**src/rtl/wb_rr_arbiter.sv**
```systemverilog
// wb_rr_arbiter: round-robin arbiter sharing one pipelined Wishbone slave bus
// between NUMM masters. Ownership lasts for a master's whole cyc burst.
// Optional watchdog enabled by defining WB_ARB_TIMEOUT_EN (limit = TIMEOUT cycles).
//
// state   | meaning
// --------+------------------------------------------------------------
// IDLE    | no owner, grant = 0, slave side quiet, rotation pick pending
// GRANTED | master 'last' owns the bus, slave side follows its inputs
// ABORT   | watchdog fired, owner held off the bus until it drops cyc
module wb_rr_arbiter #(
    parameter int NUMM    = 2,
    parameter int TIMEOUT = 1024
) (
    input  logic              clk,
    input  logic              rst,
    input  logic [NUMM-1:0]   m_cyc,
    input  logic [NUMM-1:0]   m_stb,
    input  logic [NUMM-1:0]   m_we,
    input  logic [4*NUMM-1:0] m_sel,
    input  logic [32*NUMM-1:0] m_adr,
    input  logic [32*NUMM-1:0] m_dat_w,
    output logic [NUMM-1:0]   m_ack,
    output logic [NUMM-1:0]   m_err,
    output logic [NUMM-1:0]   m_stall,
    output logic [31:0]       m_dat_r,
    output logic              s_cyc,
    output logic              s_stb,
    output logic              s_we,
    output logic [3:0]        s_sel,
    output logic [31:0]       s_adr,
    output logic [31:0]       s_dat_w,
    input  logic              s_ack,
    input  logic              s_err,
    input  logic              s_stall,
    input  logic [31:0]       s_dat_r,
    output logic [NUMM-1:0]   grant,
    output logic              tmo
);

    localparam int IW = (NUMM > 1) ? $clog2(NUMM) : 1;
    localparam logic [IW-1:0] LAST_RST = IW'(NUMM - 1);

    // Reject illegal parameterisations at elaboration.
    if (NUMM < 2 || NUMM > 8 || TIMEOUT < 4 || TIMEOUT > 65535) begin : g_param_check
        $error("wb_rr_arbiter: NUMM must be 2..8 and TIMEOUT 4..65535");
    end

`ifdef WB_ARB_TIMEOUT_EN
    typedef enum logic [1:0] {IDLE = 2'd0, GRANTED = 2'd1, ABORT = 2'd2} state_t;
`else
    typedef enum logic [1:0] {IDLE = 2'd0, GRANTED = 2'd1} state_t;
`endif

    state_t          state, state_nx;
    logic [NUMM-1:0] grant_nx;
    logic [IW-1:0]   last, last_nx;
    logic [IW-1:0]   win_idx;
    logic            win_found;
    logic            own_cyc;
    logic            hit;
    int unsigned     own;

    // While granted, 'last' is the owner index.
    assign own     = 32'(last);
    assign own_cyc = m_cyc[own];
    assign m_dat_r = s_dat_r;
    assign tmo     = hit;

`ifdef WB_ARB_TIMEOUT_EN
    localparam logic [15:0] WD_LIM = 16'(TIMEOUT - 1);
    logic [15:0] wd_cnt;

    // Slave response on the limit cycle wins over the abort.
    assign hit = (state == GRANTED) && own_cyc && !s_ack && !s_err && (wd_cnt == WD_LIM);

    // Watchdog: counts cycles of an active owner cycle with no slave response.
    always_ff @(posedge clk) begin
        if (rst)
            wd_cnt <= '0;
        else if (state != GRANTED || !own_cyc || s_ack || s_err || hit)
            wd_cnt <= '0;
        else
            wd_cnt <= wd_cnt + 16'd1;
    end
`else
    assign hit = 1'b0;
`endif

    // Rotation pick: first requester after the most recent owner.
    always_comb begin
        logic [IW-1:0] idx;
        win_found = 1'b0;
        win_idx   = last;
        idx       = last;
        for (int k = 1; k <= NUMM; k++) begin
            idx = IW'((int'(last) + k) % NUMM);
            if (!win_found && m_cyc[idx]) begin
                win_found = 1'b1;
                win_idx   = idx;
            end
        end
    end

    // State, grant and rotation pointer registers.
    always_ff @(posedge clk) begin
        if (rst) begin
            state <= IDLE;
            grant <= '0;
            last  <= LAST_RST;
        end else begin
            state <= state_nx;
            grant <= grant_nx;
            last  <= last_nx;
        end
    end

    // Next-state decode.
    always_comb begin
        state_nx = state;
        grant_nx = grant;
        last_nx  = last;
        case (state)
            IDLE: begin
                if (win_found) begin
                    state_nx = GRANTED;
                    grant_nx = {{(NUMM-1){1'b0}}, 1'b1} << win_idx;
                    last_nx  = win_idx;
                end
            end
            GRANTED: begin
                if (!own_cyc) begin
                    state_nx = IDLE;
                    grant_nx = '0;
                end
`ifdef WB_ARB_TIMEOUT_EN
                else if (hit) begin
                    state_nx = ABORT;
                end
`endif
            end
`ifdef WB_ARB_TIMEOUT_EN
            ABORT: begin
                if (!own_cyc) begin
                    state_nx = IDLE;
                    grant_nx = '0;
                end
            end
`endif
            default: begin
                state_nx = IDLE;
                grant_nx = '0;
            end
        endcase
    end

    // Bus steering: owner's signals to the slave, slave response to the owner.
    always_comb begin
        s_cyc   = 1'b0;
        s_stb   = 1'b0;
        s_we    = 1'b0;
        s_sel   = '0;
        s_adr   = '0;
        s_dat_w = '0;
        m_ack   = '0;
        m_err   = '0;
        m_stall = '1;
        if (state == GRANTED) begin
            s_cyc        = own_cyc && !hit;
            s_stb        = own_cyc && m_stb[own] && !hit;
            s_we         = m_we[own];
            s_sel        = m_sel[4*own +: 4];
            s_adr        = m_adr[32*own +: 32];
            s_dat_w      = m_dat_w[32*own +: 32];
            m_ack[own]   = s_ack && !hit;
            m_err[own]   = s_err || hit;
            m_stall[own] = s_stall || hit;
        end
    end

endmodule
```
**config.mk**
```make
export PLATFORM = sky130hd
export DESIGN_NAME = wb_rr_arbiter
export DESIGN_NICKNAME = d
export VERILOG_FILES = /design/src/rtl/wb_rr_arbiter.sv
export SDC_FILE = /design/constraint.sdc
export NUM_CORES = 1
export LEC_CHECK = 0
export BUFFER_PORTS_ARGS = -buffer_cell sky130_fd_sc_hd__buf_4
export CORE_AREA = 2 2 114 116
export CTS_CLUSTER_SIZE = 16
export DETAILED_ROUTE_END_ITERATION = 10
export DIE_AREA = 0 0 116 118
export PLACE_DENSITY = 0.59
export SYNTH_ARGS = -nofsm -noshare
export SYNTH_HDL_FRONTEND = slang
export SYNTH_SLANG_ARGS = --single-unit
export TNS_END_PERCENT = 100
```
**constraint.sdc**
```tcl
create_clock -name clk -period 2.2 [get_ports clk]
set_input_delay 0.11 -clock clk [delete_from_list [all_inputs] [get_ports clk]]
set_output_delay 0.11 -clock clk [all_outputs]
set_load 0.05 [all_outputs]
```
==> results.toml <==
[final_layout]
n_fill_cell = 1371
layout-drive-gt1-share_pct = 58.0
insertedDiodeCount = 0
area_growth_from_synthesis_to_layout_pct = 95.7
num-nets-final = 585

[clock_tree]
clock_sink_count = 4
worst_setup_hold_path_clk_slew_ns = 0.03
clock_insertion_delay_worst_skew_ns = 0.23
post_cts_hold_buffer_count = 0
cts_made_buffers = 3
post_cts_buffers = 0
cts_repair_resize_count = 0
htree_num_levels = 1
ctsLongestPathBuffers = 2
clock_tree.root_cell = "sky130_fd_sc_hd__clkbuf_16"
cts_tree = "built"

[sta]
hold_viol = 0
clock-skew-final_ns = 0.00498
final.period_utilization_pct = 85.4
final_report_max_slew_violation_count = 0
fmaxAchievable_mhz = 532
timing.setup.tns_ns = 0
layout_min_cycle_time_ns = 1.88
final_setup_violating_endpoints = 0
grt_setup_unrepaired = "no"

[critical_path]
critical_path.max_fanout = 63
r2r_slack_ns = 0.84
timing.critical_path.from = "last"
r2r_end = "last"
worstRegToRegCells = 4
setup.worst_path.end_class = "primary output"
critical_path.reg2reg.startpoint = "state[0]"
timing.critical_path.arrival_ns = 1.77
worstSetupEndpoint = "s_adr[9]"
criticalPathCategory = "reg -> out"
critPathRequiredTime_ns = 2.09
start_kind = "register"

[grt]
grt_start_max_net_pins = 64
globalRoute.totalOverflow = 0
first_global_vias = 2071
antenna_violations_before_repair = 0
gr-usage-all-layers_pct = 8.42
wire_length_of_the_first_global_routing_pass_um = 9510

[die]
placementRows = 41
initial_utilization_pct = 14.1
chipHeight_um = 118
die_width_um = 116
dieArea_um2 = 13700
num_io_pins = 291
placeableCoreArea_um2 = 12400

[run_status]
status = "complete, no violations"

[synth]
post_synth_edffs = 0
unique_masters_post_synth = 26
synthArstFlopShare_pct = 0
synth.yosys.seq_area_share_pct = 4.57
post_synth_inst_count = 225
postSynthRegisterBits = 4
synth_ff_type = "sky130_fd_sc_hd__dfxtp_1"
ys.warnings.count = 0
syn-mean-instance-area_um2 = 7.79
post_synthesis_net_count = 404
syn_area_um2 = 1750

[drt]
drt_first_iter_violations = 28
drt_wl_total_um = 6750
post_drt_wl_per_cell_um = 11.7
ant_nets = 0
first_pass_iters = 4
detailroute.via_count = 2193
post_drt_via_cell_ratio = 3.80
drc = 0

[power_and_ir_drop]
pwr-share-comb_pct = 71.9
total_switching_power_mw = 0.657
post-layout-total-power_mw = 1.42
cellPowerDensity_nw_per_um2 = 414
worst_ir_drop_vdd_v = 0.000289
sw_frac_of_total_pct = 46.2
internal_power_mw = 0.765
p_leak_nw = 2.01
p_clk_share_pct = 20.9
seq_power_share_pct = 7.2

[hold_path]
holdCritStartpoint = "rst"
min-delay-path-class = "in -> reg"

[placed_design]
gp_congestion = 0.750
dp.final_hpwl_um = 5560
count_of_input_and_output_buffers = 225

[flow_run]
max-cap-violations = 0
## worst max-delay path, stage by stage (launching register included)
cell and delay (ns):
sky130_fd_sc_hd__dfxtp_4 0.51, sky130_fd_sc_hd__buf_12 0.40, sky130_fd_sc_hd__mux2i_1 0.30, sky130_fd_sc_hd__nor2b_1 0.07, sky130_fd_sc_hd__buf_4 0.19
## layout by cell type (no fill, tap or decap)
| cell | Yosys | routed |
|---|---|---|
| sky130_fd_sc_hd__a211o_1 | 1 | 1 |
| sky130_fd_sc_hd__a211oi_1 | 1 | 1 |
| sky130_fd_sc_hd__a21bo_2 | 1 | 1 |
| sky130_fd_sc_hd__a21o_1 | 1 | 1 |
| sky130_fd_sc_hd__a21oi_1 | 2 | 2 |
| sky130_fd_sc_hd__a22o_1 | 1 | 1 |
| sky130_fd_sc_hd__a31oi_1 | 1 | 1 |
| sky130_fd_sc_hd__a32oi_1 | 1 | 1 |
| sky130_fd_sc_hd__and2_1 | 2 | 2 |
| sky130_fd_sc_hd__and3_1 | 2 | 2 |
| sky130_fd_sc_hd__and3b_1 | 1 | 1 |
| sky130_fd_sc_hd__buf_12 | 0 | 2 |
| sky130_fd_sc_hd__buf_4 | 41 | 226 |
| sky130_fd_sc_hd__clkbuf_1 | 9 | 1 |
| sky130_fd_sc_hd__clkbuf_16 | 0 | 3 |
| sky130_fd_sc_hd__conb_1 | 1 | 1 |
| sky130_fd_sc_hd__dfxtp_1 | 4 | 2 |
| sky130_fd_sc_hd__dfxtp_2 | 0 | 1 |
| sky130_fd_sc_hd__dfxtp_4 | 0 | 1 |
| sky130_fd_sc_hd__inv_2 | 1 | 1 |
| sky130_fd_sc_hd__mux2i_1 | 69 | 69 |
| sky130_fd_sc_hd__nand2b_1 | 3 | 3 |
| sky130_fd_sc_hd__nand3_1 | 2 | 2 |
| sky130_fd_sc_hd__nand3b_1 | 1 | 1 |
| sky130_fd_sc_hd__nand4_1 | 1 | 1 |
| sky130_fd_sc_hd__nor2_1 | 3 | 3 |
| sky130_fd_sc_hd__nor2b_1 | 73 | 73 |
| sky130_fd_sc_hd__o21ai_1 | 1 | 1 |
## routing by layer
metal	vias up	share of wire [%]	global-route usage [%]	wire, um
met5	-	0	0	0
met4	0	1.6	2.83	110
met2	129	55	17.6	3740
li1	1074	-	-	-
met1	971	33	7.73	2210
met3	19	10	1.65	691
## registers in the layout (all words and copies together) (netlist names)
signal	cells
state	1
last	1
grant	2
## cell usage after synthesis, types with 2 or more instances
cell type | count | area [um2]
sky130_fd_sc_hd__a21oi_1 | 2 | 10.0
sky130_fd_sc_hd__and2_1 | 2 | 12.5
sky130_fd_sc_hd__and3_1 | 2 | 12.5
sky130_fd_sc_hd__buf_4 | 41 | 308
sky130_fd_sc_hd__clkbuf_1 | 9 | 33.8
sky130_fd_sc_hd__dfxtp_1 | 4 | 80.1
sky130_fd_sc_hd__mux2i_1 | 69 | 691
sky130_fd_sc_hd__nand2b_1 | 3 | 18.8
sky130_fd_sc_hd__nand3_1 | 2 | 10.0
sky130_fd_sc_hd__nor2_1 | 3 | 11.3
sky130_fd_sc_hd__nor2b_1 | 73 | 457
## power by group through the flow
stage	combinational (mW)	clock [mW]	sequential [mW]
2_1_floorplan	0.807	0	0.0929
3_3_place_gp	1.02	0	0.104
3_5_place_dp	1.03	0	0.105
4_1_cts	1.03	0.300	0.104
5_1_grt	1.08	0.307	0.106
6_report	1.02	0.297	0.103
## layout make-up
class,instances,area (um2),share of cell area (%)
clock buffer,4,78.8,2.30
tap,172,215,6.27
inverter,1,3.75,0.109
sequential,4,85.1,2.48
multi-input combinational,168,1310,38.2
timing repair buffer,228,1740,50.6
## cells by family after synthesis
logic type	share of synthesized area (%)
flip-flops	4.57
AND/OR/NAND/NOR	31.0
multiplexers	39.4
AO/OA/AOI/OAI	4.14
other	0.214
buffers and inverters	20.6
## metrics by stage
stage	utilization [%]	hold slack (ns)	instance area, um2	setup slack, ns	instances
floorplan	-	0.179	1750	0.607	225
global placement	27.0	0.220	3350	0.566	573
detailed placement	27.0	0.220	3350	0.536	573
CTS	27.6	0.0787	3430	0.291	577
global route	27.6	0.0865	3430	0.262	577
finish	27.6	0.0774	3430	0.321	577
## worst min-delay path by stage
| stage | end | cells past startpoint |
|---|---|---|
| 6_report | grant[0] | 2 |
| 5_1_grt | grant[0] | 2 |
| 4_1_cts | grant[0] | 2 |
| 3_5_place_dp | m_dat_r[15] | 0 |
| 3_3_place_gp | m_dat_r[15] | 0 |
| 2_1_floorplan | grant[0] | 1 |
(Power assumes the default switching activity.)
